===== src/rtl/bp_resolve_queue.sv =====
// In-order queue of fetch-time branch predictions, resolved against execute outcomes.
// Latency: resolve -> upd/mispredict/err/redirect exactly 1 cycle (registered outputs).
// Backpressure: push_ready = !full, no same-cycle pop bypass; flush/mispredict drop pushes.
module bp_resolve_queue #(
    parameter int DEPTH = 8
) (
    input  logic                     clk,
    input  logic                     reset,

    input  logic                     push_valid,
    output logic                     push_ready,
    input  logic [31:0]              push_pc,
    input  logic                     push_taken,
    input  logic [31:0]              push_target,

    input  logic                     resolve_valid,
    input  logic [31:0]              resolve_pc,
    input  logic                     resolve_taken,
    input  logic [31:0]              resolve_target,

    input  logic                     flush,

    output logic                     upd_valid,
    output logic [31:0]              upd_pc,
    output logic                     upd_taken,
    output logic [31:0]              upd_dest,

    output logic                     mispredict,
    output logic [31:0]              redirect_pc,
    output logic                     err,

    output logic [$clog2(DEPTH):0]   count,
    output logic                     empty,
    output logic                     full
);

    localparam int PTR_BITS = $clog2(DEPTH);
    localparam int CW       = PTR_BITS + 1;

    // One outstanding prediction as captured at fetch.
    typedef struct packed {
        logic [31:0] pc;
        logic        taken;
        logic [31:0] target;
    } entry_t;

    entry_t            mem [DEPTH];
    logic [PTR_BITS:0] head;
    logic [PTR_BITS:0] tail;

    entry_t            head_ent;
    logic              pop_hit;
    logic              mispred_now;
    logic              clear_q;
    logic              push_acc;
    logic [31:0]       redirect_nxt;

    // Pointers carry a wrap bit, so occupancy is a plain difference.
    assign count      = tail - head;
    assign empty      = (count == '0);
    assign full       = (count == CW'(DEPTH));
    assign push_ready = !full;
    assign head_ent   = mem[head[PTR_BITS-1:0]];

    // Resolve decode: match against the oldest entry, classify the outcome, gate pushes.
    always_comb begin
        pop_hit      = resolve_valid && !empty && (resolve_pc == head_ent.pc);
        mispred_now  = pop_hit &&
                       ((head_ent.taken != resolve_taken) ||
                        (resolve_taken && (head_ent.target != resolve_target)));
        // Everything behind a mispredicted branch is wrong-path, same as a flush.
        clear_q      = flush || mispred_now;
        push_acc     = push_valid && push_ready && !clear_q;
        // Not-taken fall-through skips the delay slot.
        redirect_nxt = resolve_taken ? resolve_target : (resolve_pc + 32'd8);
    end

    // Head/tail pointer update; clearing collapses head onto tail.
    always_ff @(posedge clk) begin
        if (reset) begin
            head <= '0;
            tail <= '0;
        end else if (clear_q) begin
            head <= tail;
        end else begin
            if (push_acc) tail <= tail + CW'(1);
            if (pop_hit)  head <= head + CW'(1);
        end
    end

    // Entry storage write at tail; contents are never cleared.
    always_ff @(posedge clk) begin
        if (!reset && push_acc) begin
            mem[tail[PTR_BITS-1:0]] <= '{pc: push_pc, taken: push_taken, target: push_target};
        end
    end

    // Registered BHT training, redirect and error pulses.
    always_ff @(posedge clk) begin
        if (reset) begin
            upd_valid   <= 1'b0;
            upd_pc      <= '0;
            upd_taken   <= 1'b0;
            upd_dest    <= '0;
            mispredict  <= 1'b0;
            redirect_pc <= '0;
            err         <= 1'b0;
        end else begin
            upd_valid  <= pop_hit;
            mispredict <= mispred_now;
            err        <= resolve_valid && !pop_hit;
            if (pop_hit) begin
                upd_pc    <= resolve_pc;
                upd_taken <= resolve_taken;
                upd_dest  <= resolve_target;
            end
            // Redirect is only meaningful alongside mispredict; otherwise it holds.
            if (mispred_now) begin
                redirect_pc <= redirect_nxt;
            end
        end
    end

endmodule


===== config.mk =====
export PLATFORM = sky130hd
export DESIGN_NAME = bp_resolve_queue
export DESIGN_NICKNAME = d
export VERILOG_FILES = /design/src/rtl/bp_resolve_queue.sv
export SDC_FILE = /design/constraint.sdc
export NUM_CORES = 1
export LEC_CHECK = 0
export CAP_MARGIN = 30
export CORE_ASPECT_RATIO = 2
export CORE_MARGIN = 1
export CORE_UTILIZATION = 31
export DETAILED_ROUTE_END_ITERATION = 8
export GPL_TIMING_DRIVEN = 0
export SETUP_SLACK_MARGIN = 0.15
export SYNTH_ARGS = -nofsm -noshare
export SYNTH_HDL_FRONTEND = slang
export SYNTH_SLANG_ARGS = --single-unit

===== constraint.sdc =====
create_clock -name clk -period 21.3 [get_ports clk]
set_input_delay 3.195 -clock clk [delete_from_list [all_inputs] [get_ports clk]]
set_output_delay 3.195 -clock clk [all_outputs]
set_load 0.005 [all_outputs]

After elaboration in Yosys (flattened, before gate mapping)
Memory sizes are Yosys's and may differ from the RTL's. A register that Yosys moved wholly into a read port is not among the register bits.
Index checks and enable logic that the tools add are counted.
- register bits after elaboration: 108
- bits in writable memories: 520
- logic and storage cells: 44
- memories kept: 1
- add/sub/neg operators: 4
- eq/ne operators: 4
- multiplexer cells: 7
- bitwise gates (word level): 1
- reduce and logical (&&, ||, !) cells: 18
- memory list (memory ; words ; width ; rd ports ; clocked after memory_dff ; write ports ; line ; source):
    mem ; 8 ; 65 ; 1 ; 1 ; 1 ; 47 ; entry_t mem [DEPTH];
- operators with widths (kind ; count):
    $add 32x4->32 const B ; 1
    $eq 32x32->1 ; 1
    $mux 32 ; 1
    $ne 32x32->1 ; 1
    $add 4x1->4 const B ; 2
    $logic_and 1x1->1 ; 8
    $mux 4 ; 2
    $mux 3 ; 2
    $logic_not 1->1 ; 5
    $eq 4x4->1 const B ; 1
    $logic_not 4->1 ; 1
    $sub 4x4->4 ; 1
    $logic_or 1x1->1 ; 2
    $mux 1 ; 2
    $reduce_and 2->1 ; 1
    $reduce_bool 2->1 ; 1
    $ne 1x1->1 ; 1
    $not 1->1 ; 1

Logic depth before layout (Yosys ltp)
Gate-level depths: netlist of the first run.
- depth after elaboration: 12
- gate-level depth with buffers: 15

Least setup slack after synthesis of the first run
OpenSTA, ideal clock, no wires.
- path type: input-to-reg
- start point: in resolve_taken
- end point: mem mem[0][0] in the netlist's numbering (enable)
- setup time: 648 ps
- arrival time: 11193 ps
- data required time: 20652 ps
- slack: 9459 ps
- stages on the path: 8
- cell sequence: clkbuf_1 -> nand2_1 -> or4_4 -> nor4_4 -> a311oi_4 -> or3_1 -> buf_4 -> nor4_1
- longest elaborated chain between the ends: 9
- elaborated cells between the ends (all ways): 10
- those cells by class: 1 x eq/ne; 2 x mux; 7 x reduce/logical
- ends and longest elaborated chain (element ; line ; source):
    start: declaration ; 18 ; input logic resolve_taken,
    $ne 1x1->1 / $logic_and 1x1->1 (equally long branches) ; 69, 70 ;
    $logic_or 1x1->1 * ; 69 ; ((head_ent.taken != resolve_taken) ||
    $logic_and 1x1->1 * ; 68 ; mispred_now = pop_hit &&
    $logic_or 1x1->1 * ; 72 ; clear_q = flush || mispred_now;
    $logic_not 1->1 * ; 73 ; push_acc = push_valid && push_ready && !clear_q;
    $logic_and 1x1->1 * ; 73 ;
    $logic_and 1x1->1 * ; 93 ; if (!reset && push_acc) begin
    $mux 1 * ; 93 ;
    $mux 1 (implied by the code) * ; 94 ; mem[tail[PTR_BITS-1:0]] <= '{pc: push_pc, taken: push_taken, target: push_target};
    end: declaration ; 47 ;
Mark *: on every way between the ends. The rest lies on a longest branch, timed or not.

Worst setup path after layout of the first run
- start point: in resolve_target[18]
- end point: mem mem[0][40] in the netlist's numbering (enable)
- longest elaborated chain between the ends: 10
- ends and longest elaborated chain (element ; line ; source):
    start: declaration ; 19 ; input logic [31:0] resolve_target,
    $ne 32x32->1 ; 70 ; (resolve_taken && (head_ent.target != resolve_target)));
    $logic_and 1x1->1 ; 70 ;
    $logic_or 1x1->1 ; 69 ;
    $logic_and 1x1->1 ; 68 ;
    $logic_or 1x1->1 ; 72 ;
    $logic_not 1->1 ; 73 ;
    $logic_and 1x1->1 ; 73 ;
    $logic_and 1x1->1 ; 93 ;
    $mux 1 ; 93 ;
    $mux 1 (implied by the code) ; 94 ;
No other way between the ends.

==> reports/results.ini, run 1 <==
[setup_path]
setup.worst_path.class = in -> reg
cp-end-kind = register
cp_data_required_time_ps = 21620
r2r_cells = 17
rrSetupSlack_ps = 14080
crit_end = mem[0][40]
start_kind = primary input
cp-startpoint = resolve_target[18]
path_max_fanout = 10
cp.arrival_ps = 7920
worstReg2RegEnd = mem[0][40]

[final_layout]
finalCoreUtilization = 0.390
layout-area-overhead-vs-synth_pct = 24.7
final.fill_count = 7424
final_cells = 3036
layout-drive-gt1-share = 0.169
nNetsFinal = 2087
final_area_um2 = 31700

[logic_synthesis]
netlist_instances = 1574
ys_top_cells_by_area = edfxtp_1, mux4_2, dfxtp_1, mux2i_1, nand2_1
synthXorXnorAreaFrac = 0.0317
synthDominantCellAreaShare = 0.614
syn_nets = 1716
synth_top_family_by_area = multiplexers
ys_seq_elements = 631
synth.most_common_cell = edfxtp_1
synthDistinctLibCells = 56
netlist_area_um2 = 25400
synth_edf_count = 520
synthArstFlopShare = 0
synth.top_cells.by_count = edfxtp_1, nand2_1, dfxtp_1
synth_simple_gate_area_frac = 0.0666
syn_area_per_cell_um2 = 16.2
synth_largest_area_cell = edfxtp_1
yosysWarnings = 0
synthMuxAreaShare = 0.137
synth_flop_cell = edfxtp_1
synth_seq_area_share = 0.701
synthAdderAreaFrac = 0.00374
synth_compound_area_frac = 0.0409

[placed_design]
place_area_um2 = 30000
io_buffers = 237
place.gp.congestion = 0.922
place_ws_ps = 13100
hpwl_mm = 62.1
placed_cells = 2939

[clock_tree]
cts_resized = 0
numCtsBuffers = 54
cts_root_buffer = clkbuf_16
htree_num_levels = 2
path_clk_slew_ps = 70
worstSkewPairLatency_ps = 650
hold_buffers = 0
cts_tree = yes
cts_setup_buffers = 0
clock_sinks = 631
cts.path.max_buffers = 3

[sta]
holdWs_ps = 451
min_period_ps = 7600
setup_viol = 0
rsz0062_at_grt = no
drv_slew = 0
fin_skew_ps = 43.2
final.setup.worst_slack_ps = 13700
finalHoldViolations = 0
fmax_ghz = 0.132
finalCritPeriodShare = 0.357
tightest_slew_ps = 1050
max_slew_margin = 0.277
fin_setup_tns_ps = 0

[power_and_ir_drop]
ir_drop_mv = 0.0605
p_per_area_nw_per_um2 = 80.2
p_int_mw = 1.96
power.switching_uw = 581
pwr-share-comb = 0.079
clkPwrFrac = 0.392
p_total_mw = 2.54
power.share.sequential = 0.529
p_leak_nw = 10.0
sw_frac_of_total = 0.228

[worst_hold_path]
min_path_type = reg -> reg

[global_routing]
grt_max_degree = 17
grt_use_total = 0.191
grt_pass1_wl_mm = 112
grt-ovfl-total = 0
antenna_found_initial = 16
first_global_vias = 15700

[die]
die_w_um = 205
start_util = 0.313
ios = 242
die_h_um = 407
num_rows = 148
die-area_um2 = 83300
core_um2 = 81300

[job]
cap_violations = 0

[drt]
viasPerCell = 5.07
num_vias = 15400
drc = 0
ant_nets = 0
wirelength_mm = 79.9
wl_per_cell_um = 26.3
drt-initial-drc-count = 1109
dr.pass1.iters = 5

[outcome]
outcome = completed

[worst max-delay path, stage by stage]
cell,delay (ps)
clkdlybuf4s50_1,720
xor2_1,290
or4_4,580
nor4_4,390
a311oi_4,250
or3_1,380
buf_4,190
nor4_2,830
buf_4,320
buf_4,190
buf_4,190
buf_4,180
buf_4,190
[worst min path at each step]
| stage | to | slack (ps) | from | depth (start not counted) |
|---|---|---|---|---|
| after floorplan | redirect_pc[13] | 450 | redirect_pc[13] | 2 |
| after global placement | upd_dest[2] | 440 | upd_dest[2] | 2 |
| after detailed placement | upd_dest[26] | 440 | upd_dest[26] | 2 |
| after CTS | upd_dest[26] | 450 | upd_dest[26] | 2 |
| after global routing | redirect_pc[5] | 470 | redirect_pc[5] | 2 |
| final | upd_dest[22] | 450 | upd_dest[22] | 2 |
[layout by cell type (no fill, tap or decap), types with 53 or more instances in the layout]
cell type        instances
a21oi_1                 98
buf_6                   53
clkbuf_16               56
clkdlybuf4s50_1        237
dfxtp_1                111
edfxtp_1               520
mux2i_1                 94
mux4_2                 101
nand2_1                160
nand3_1                 79
xor2_1                  65
[area by class of cell]
| type | count | area [µm²] | share of cell area |
|---|---|---|---|
| sequential | 631 | 17800 | 0.562 |
| multi-input combinational | 840 | 7160 | 0.226 |
| timing repair buffer | 315 | 3190 | 0.100 |
| clock buffer | 66 | 1460 | 0.0460 |
| tap | 1050 | 1310 | 0.0414 |
| buffer | 91 | 437 | 0.0138 |
| clock inverter | 30 | 283 | 0.00891 |
| inverter | 12 | 45.0 | 0.00142 |
| antenna | 1 | 2.50 | 0.0000789 |
[state kept, by name (all words and copies together) (netlist names), named ones only]
name,flops
upd_valid,1
upd_dest,32
mispredict,1
upd_taken,1
redirect_pc,32
mem,520
upd_pc,32
head,4
err,1
tail,4
[layer usage]
layer	share of wire	wire, µm	track usage
met3	0.064	5080	0.0396
met4	0.049	3920	0.0975
met5	0.0022	176	0
met1	0.37	29700	0.217
met2	0.51	41000	0.336
[kinds of logic after synthesis]
kind of cell,Yosys count
XOR/XNOR,92
flip-flops,631
AO/OA/AOI/OAI,176
AND/OR/NAND/NOR,347
buffers and inverters,103
adder cells (fa/ha/maj),7
multiplexers,218
[power by group through the flow]
stage	Combinational [mW]	Sequential, mW	Clock, mW
floorplan	0.0976	1.37	0
global placement	0.196	1.37	0
detailed placement	0.203	1.37	0
CTS	0.203	1.34	1.02
global route	0.213	1.34	1.06
finish	0.201	1.34	0.997
Note: power is estimated with default switching activity, not from simulation.
==> run 2, diff against run 1 <==
clock period = 6.7 ns   (was 21.3 ns; I/O delays follow)
==> run 2 against run 1 <==
Compared with the run above: clock skew decreased by 14 ps; total power increased to 3.2 times the previous value; global-route usage decreased by 0.21 points; clock power increased to 3.3 times the previous value; critical path depth increased by 6; die area unchanged; non-clock buffer count decreased by 11; first-iteration DRC count decreased by 21%; critical endpoint is now mem[3][0]; highest routed layer unchanged.
==> reports/results.ini, run 2 (synthesis results as in run 1) <==
[outcome]
outcome = completed

[setup_path]
setup.worst_path.class = reg -> reg
cp_data_required_time_ps = 7070
start_kind = register
cp.arrival_ps = 6630
path_max_fanout = 10
cp-end-kind = register

[power_and_ir_drop]
clkPwrFrac = 0.404
ir_drop_mv = 0.176
p_per_area_nw_per_um2 = 259
p_int_mw = 6.39
p_leak_nw = 10.1
power.share.sequential = 0.518
power.switching_mw = 1.86
pwr-share-comb = 0.078
sw_frac_of_total = 0.226

[drt]
viasPerCell = 5.02
num_vias = 15200
drc = 0
wirelength_mm = 79.0
drt-initial-drc-count = 877
wl_per_cell_um = 26.1
ant_nets = 0
dr.pass1.iters = 6

[die]
ios = 242
die-area_um2 = 83300
core_um2 = 81300
die_w_um = 205
num_rows = 148
start_util = 0.313
die_h_um = 407

[final_layout]
final_area_um2 = 31900
finalCoreUtilization = 0.392
mostFrequentLayoutCells = edfxtp_1, clkdlybuf4s50_1, nand2_1, dfxtp_1, mux4_2
final_common_cell = edfxtp_1
layout-drive-gt1-share = 0.169
layout-area-overhead-vs-synth_pct = 25.3
largest_register_ffs = 520
nNetsFinal = 2077
final.fill_count = 7391

[placed_design]
place.gp.congestion = 0.906
hpwl_mm = 60.8
place_area_um2 = 29900
io_buffers = 237

[clock_tree]
cts.path.max_buffers = 3
numCtsBuffers = 55
cts_root_buffer = clkbuf_16
clock_sinks = 631
cts_tree = yes
path_clk_slew_ps = 70
worstSkewPairLatency_ps = 630
htree_num_levels = 2

[global_routing]
grt_pass1_wl_mm = 111
grt_max_degree = 18
first_global_vias = 15800
grt-ovfl-total = 0
grt_use_total = 0.189
antenna_found_initial = 23

[sta]
tightest_slew_ps = 922
setup_viol = 0
max_slew_margin = 0.385
min_period_ps = 6260
fmax_ghz = 0.160
rsz0062_at_grt = no
finalHoldViolations = 0
drv_slew = 0
finalCritPeriodShare = 0.934
fin_skew_ps = 28.9

[worst_hold_path]
worstHoldStart = upd_pc[4]
min_path_type = reg -> reg

[job]
cap_violations = 0

[run 2: power groups by stage]
| stage | clock, mW | sequential (mW) | combinational, mW |
|---|---|---|---|
| 2_1_floorplan | 0 | 4.36 | 0.311 |
| 3_3_place_gp | 0 | 4.37 | 0.621 |
| 3_5_place_dp | 0 | 4.36 | 0.644 |
| 4_1_cts | 3.40 | 4.27 | 0.648 |
| 5_1_grt | 3.52 | 4.27 | 0.678 |
| 6_report | 3.33 | 4.27 | 0.642 |
[run 2: critical path, stage by stage, from the launching register on]
cell and delay [ps]:
dfxtp_1 320, buf_2 230, buf_2 360, buf_2 360, buf_2 550, mux2i_1 750
xor2_1 340, nand4_1 150, nor3_2 470, nand4_4 350, a311oi_4 580, or3_1 180
buf_4 240, nor3_2 110, buf_6 160, buf_8 160, buf_6 150, buf_6 150
buf_6 140, buf_6 140
[run 2: path summary, 6_finish.rpt]
check	end	slack [ps]	depth (start not counted)
min	upd_pc[4]	450	2
max reg2reg	mem[3][0]	440	19
max	mem[3][0]	440	19
min reg2reg	upd_pc[4]	450	2
[run 2: area by class of cell]
type                            count  area (µm²)  area share
Multi-Input combinational cell    840        7190       0.226
Clock inverter                     30         303     0.00951
Timing Repair Buffer              304        3150      0.0989
Tap cell                         1050        1310      0.0412
Buffer                             91         438      0.0137
Antenna cell                        3        7.51    0.000236
Sequential cell                   631       17800       0.560
Clock buffer                       70        1570      0.0493
Inverter                           12        45.0     0.00141
[run 2: timing repair]
action,in CTS,in global routing
hold buffers,0,0
buffers inserted,1,0
endpoints found under the setup margin,172,0
resized for setup,5,0
[run 2: metal layers]
layer	vias to the layer above	track usage	wire length [µm]
met3	167	0.0436	5510
met4	40	0.0844	3480
met2	521	0.337	40600
met1	7686	0.212	29100
li1	6809	-	-
met5	-	0	254
[run 2: through the flow]
| stage | TNS (ps) | power, mW | cells | hold slack [ps] | setup WS, ps |
|---|---|---|---|---|---|
| 2_1_floorplan | -548500 | 4.67 | 1574 | 448 | -1300 |
| 3_3_place_gp | -4122670 | 4.99 | 2861 | 439 | -8700 |
| 3_5_place_dp | -17680 | 5.01 | 2927 | 444 | -467 |
| 4_1_cts | 0 | 8.32 | 3028 | 453 | 368 |
| 5_1_grt | 0 | 8.47 | 3029 | 470 | 214 |
| 6_report | 0 | 8.25 | 3031 | 451 | 441 |
==> run 3, diff against run 2 <==
ABC_AREA = 1   (was default)
CORE_UTILIZATION = 52   (was 31)
PLACE_DENSITY = 0.76   (was default)
==> run 3 against run 2 <==
Compared with the run above: die area decreased by 36%; highest routed layer unchanged; flip-flop and latch count unchanged; largest cell class unchanged; critical path depth is 2 higher.
==> reports/results.ini, run 3 <==
[final_layout]
layout-drive-gt1-share = 0.0823
nNetsFinal = 3234
final_common_cell = nand2_1
final_area_um2 = 32900
mostFrequentLayoutCells = nand2_1, edfxtp_1, nor2_1, nand3_1, clkdlybuf4s50_1
layout-area-overhead-vs-synth_pct = 21.2
largest_register_ffs = 520

[logic_synthesis]
synth_flop_cell = edfxtp_1
synthDominantCellAreaShare = 0.576
synth.top_cells.by_count = nand2_1, edfxtp_1, nor2_1
syn_area_per_cell_um2 = 9.90
yosysWarnings = 0
ys_seq_elements = 631
synth_edf_count = 520
synthDistinctLibCells = 35
ys_top_cells_by_area = edfxtp_1, nand2_1, dfxtp_1, nand3_1, nor2_1
synth_largest_area_cell = edfxtp_1
synthArstFlopShare = 0
netlist_instances = 2738
synth_seq_area_share = 0.658
netlist_area_um2 = 27100
syn_nets = 2880
synth.most_common_cell = nand2_1

[global_routing]
grt_max_degree = 25
grt_use_total = 0.395
grt-ovfl-total = 0
antenna_found_initial = 7
first_global_vias = 22000
grt_pass1_wl_mm = 146

[drt]
num_vias = 22500
wirelength_mm = 103
wl_per_cell_um = 27.2
dr.pass1.iters = 7
viasPerCell = 5.91
drt-initial-drc-count = 2545
drc = 0
ant_nets = 0

[sta]
drv_slew = 0
holdWs_ps = 475
setup_viol = 0
tightest_slew_ps = 1090
fin_skew_ps = 26.8
fmax_ghz = 0.168
max_slew_margin = 0.272
finalHoldViolations = 0
min_period_ps = 5960
rsz0062_at_grt = no
final.setup.worst_slack_ps = 744
finalCritPeriodShare = 0.889

[clock_tree]
path_clk_slew_ps = 80
cts_setup_buffers = 0
hold_buffers = 0
cts.path.max_buffers = 3
cts_resized = 0
htree_num_levels = 2
clock_sinks = 631
numCtsBuffers = 53
cts_tree = yes
worstSkewPairLatency_ps = 630
cts_root_buffer = clkbuf_16

[placed_design]
io_buffers = 240
place.gp.congestion = 1.02
place_area_um2 = 31100
hpwl_mm = 76.9
place_ws_ps = 785

[worst_hold_path]
min_path_type = reg -> reg

[setup_path]
setup.worst_path.class = reg -> reg
cp.arrival_ps = 6290
cp-end-kind = register
start_kind = register
cp_data_required_time_ps = 7030
path_max_fanout = 10

[power_and_ir_drop]
p_leak_nw = 13.1
ir_drop_mv = 0.218
p_per_area_nw_per_um2 = 253

[die]
die_w_um = 163
die_h_um = 325
start_util = 0.525
num_rows = 118
ios = 242
die-area_um2 = 53100
core_um2 = 51700

[job]
cap_violations = 0

[outcome]
outcome = completed

-- run 3: stage by stage --
step | cells | total power, mW | setup TNS [ps] | utilization
CTS | 3793 | 8.27 | 0 | 0.635
floorplan | 2738 | 4.78 | -238450 | -
finish | 3801 | 8.31 | 0 | 0.636
global route | 3797 | 8.49 | 0 | 0.636
detailed placement | 3694 | 5.24 | 0 | 0.602
global placement | 3638 | 5.22 | -3244840 | 0.587
-- run 3: cells by family (layout without fill, tap and decap cells) --
logic type,after synthesis,after routing,synth area share
DFF,631,631,0.658
and+or+nand+nor,1367,1367,0.207
AOI/OAI and AO/OA,326,326,0.0649
xor gates and xnor gates,24,24,0.00775
other,0,5,0
buffers and inverters,383,781,0.0593
adders and majority gates,7,7,0.00351
-- run 3: area by class of cell --
type	instances	area (µm²)
antenna	5	12.5
buffer	140	694
clock buffer	69	1480
clock inverter	30	236
fill	4153	18800
inverter	243	912
multi-input combinational	1724	7710
sequential	631	17800
tap	660	826
timing repair buffer	299	3140
-- run 3: power by group --
group          switching, mW  internal, mW  total [mW]
sequential            0.0110          4.26        4.27
clock                   1.44          1.68        3.12
combinational          0.643         0.271       0.914
-- run 3: worst paths after layout --
| check | startpoint | end | slack [ps] | depth (start not counted) |
|---|---|---|---|---|
| hold / removal | redirect_pc[19] | redirect_pc[19] | 470 | 2 |
| setup reg to reg | register | mem[5][17] | 740 | 21 |
| setup / recovery | register | mem[5][17] | 740 | 21 |
| hold reg to reg | redirect_pc[19] | redirect_pc[19] | 470 | 2 |
-- run 3: layer usage --
| metal | up-vias | track usage | share of wire |
|---|---|---|---|
| met3 | 493 | 0.0743 | 0.094 |
| met5 | - | 0 | 0.00039 |
| met4 | 6 | 0.360 | 0.11 |
| met2 | 1577 | 0.653 | 0.48 |
| li1 | 9873 | - | - |
| met1 | 10500 | 0.422 | 0.31 |
-- run 3: critical path: stages (launching register included) --
cell,delay (ps)
dfxtp_1,530
buf_2,470
buf_1,770
nand3_1,190
nand3_1,180
nand3_1,90
nand2_1,110
nand3_1,220
nor2_1,160
nand2_1,60
nor2_1,210
nand3_1,120
nand3_2,200
nand3b_2,170
inv_2,130
nand2_2,180
nor3_2,830
buf_6,280
buf_6,200
buf_6,200
buf_8,170
buf_6,150
==> variant: new RTL, settings of run 1 <==
The output `mispredict` loses its register stage (`mispredict` becomes a continuous assignment). Comments in the files are not updated.
--- a/src/rtl/bp_resolve_queue.sv
+++ b/src/rtl/bp_resolve_queue.sv
@@ -103,10 +103,8 @@
             upd_taken   <= 1'b0;
             upd_dest    <= '0;
-            mispredict  <= 1'b0;
             redirect_pc <= '0;
             err         <= 1'b0;
         end else begin
             upd_valid  <= pop_hit;
-            mispredict <= mispred_now;
             err        <= resolve_valid && !pop_hit;
             if (pop_hit) begin
@@ -122,4 +120,6 @@
     end
 
+    assign mispredict = mispred_now;
+
 endmodule
 
Formal check against the unedited RTL: not equivalent (Yosys sat finds a counterexample within 4 cycles, from zero or initial values and one cycle with reset high).
==> variant against run 1 <==
Final cell count shrank 0.30%. Wire length is 3.7% higher. Sequential cell count down 1. Design area increased by 0.67%. Via count rose by 0.64%. Largest cell class unchanged. Die area is 0.83% higher. Total power rose by 0.12%. Synthesized area rose by 0.83%. Clock skew is 0.013 ns lower. Sequential power is essentially flat. Largest power group unchanged. Count of clock-buffer cells in the layout is 4 higher. Setup slack got worse by 2.2 ns.
==> variant: results (changes against run 1) <==
outcome completed; metal2 WL 43700 um (+6.6%); leakage 10.2 nW (+1.7%); synth cell count leaders edfxtp_1, mux2i_1, nor2_1; DRT iter0 DRCs 1274 (+15%); # nets final 2076 (-0.53%); sequential area share after synthesis 69.5% (-0.66 points); Metal-1 WL 29500 um (-0.64%); worst-path cell with the longest stage delay nor4bb_1; metal3 WL 4760 um (-6.3%); RePlAce Congestion 0.897 (-2.6%); layout cells sized above 1 16.4% (-0.50 points); fillers 7429 (+0.067%); crit-path max cell delay 0.74 ns (-0.09 ns); Slew headroom 21.3% (-6.4 points); CP Max Fanout 8 (-2); hold_ws 0.492 ns (+0.0413 ns); Cell variety after synth 65 (+16%); placed inst area 30200 um2 (+0.68%); net count after synthesis 1707 (-0.52%); Gate Count Post-Synth 1565 (-0.57%); largest net degree at the start of global routing 18 (+1); maximum vdd drop 54.9 uV (-9.2%); placed cell count 2932 (-0.24%); first-pass GRT wire length 116000 um (+3.4%); total number of vias 15490 (+0.64%); worst path arrival time 6.59 ns (-1.33 ns); GR Layer Usage met3 3.72% (-0.24 points); setup slack, reg-to-reg 14.60 ns (+0.52 ns); largest cells by area after synthesis edfxtp_1, mux2i_1, dfxtp_1; dpl ws 11.48 ns (-1.63 ns); GR Layer Usage met2 35.8% (+2.2 points); HPWL Detailed 64700 um (+4.2%); WL final 82800 um (+3.7%); initial antenna violation count 14 (-2); max frequency 102 MHz (-22%); port bufs 234 (-1.3%); worst-skew pair later-pin latency 0.61 ns (-0.04 ns); GRT Total Usage 19.6% (+0.50 points)
-- variant: cell types whose count changed after synthesis, sizes merged, moves of 16 or more --
cell,delta
xnor2,+16
nand3,-68
xor2,-28
nor2,+96
mux4,-27
mux2i,+132
nand2,-98
a21oi,-91
a22oi,+24
-- variant: critical path: cells and delay by family --
kind	cells	cell delay, ns
buffers and inverters	3	1.59
AOI/OAI and AO/OA	1	0.38
and+or+nand+nor	2	1.16
xor gates and xnor gates	1	0.25
-- variant: final timing paths --
path,cells past startpoint,to,start
setup / recovery,7,mispredict,resolve_pc[3]
hold / removal,2,upd_dest[28],upd_dest[28]
setup reg to reg,19,mem[0][42],flip-flop
hold reg to reg,2,upd_dest[28],upd_dest[28]
-- variant: area by class of cell --
cell class	count	area (um2)	share of cell area (%)
Clock inverter	20	258	0.807
Antenna cell	5	12.5	0.0392
Clock buffer	70	1480	4.64
Timing Repair Buffer	317	3180	9.96
Buffer	85	435	1.36
Tap cell	1050	1310	4.11
Inverter	13	48.8	0.153
Multi-Input combinational cell	837	7380	23.1
Sequential cell	630	17800	55.8
-- variant: power by group --
part	switching (mW)	internal [mW]	total (mW)	leakage (nW)
Clock	0.437	0.554	0.992	0.855
Combinational	0.128	0.0837	0.212	3.75
Sequential	0.00293	1.34	1.34	5.57
Total	0.568	1.98	2.55	10.2
-- variant: cell families (layout without fill, tap and decap cells) --
| kind of cell | Yosys count | count (layout) | synth area share, % |
|---|---|---|---|
| AOI/OAI and AO/OA | 129 | 129 | 3.49 |
| xor gates and xnor gates | 80 | 80 | 2.73 |
| adders and majority gates | 7 | 7 | 0.371 |
| buffers and inverters | 98 | 505 | 1.89 |
| DFF | 630 | 630 | 69.5 |
| muxes | 323 | 323 | 16.3 |
| other | 0 | 5 | 0 |
| and+or+nand+nor | 298 | 298 | 5.70 |
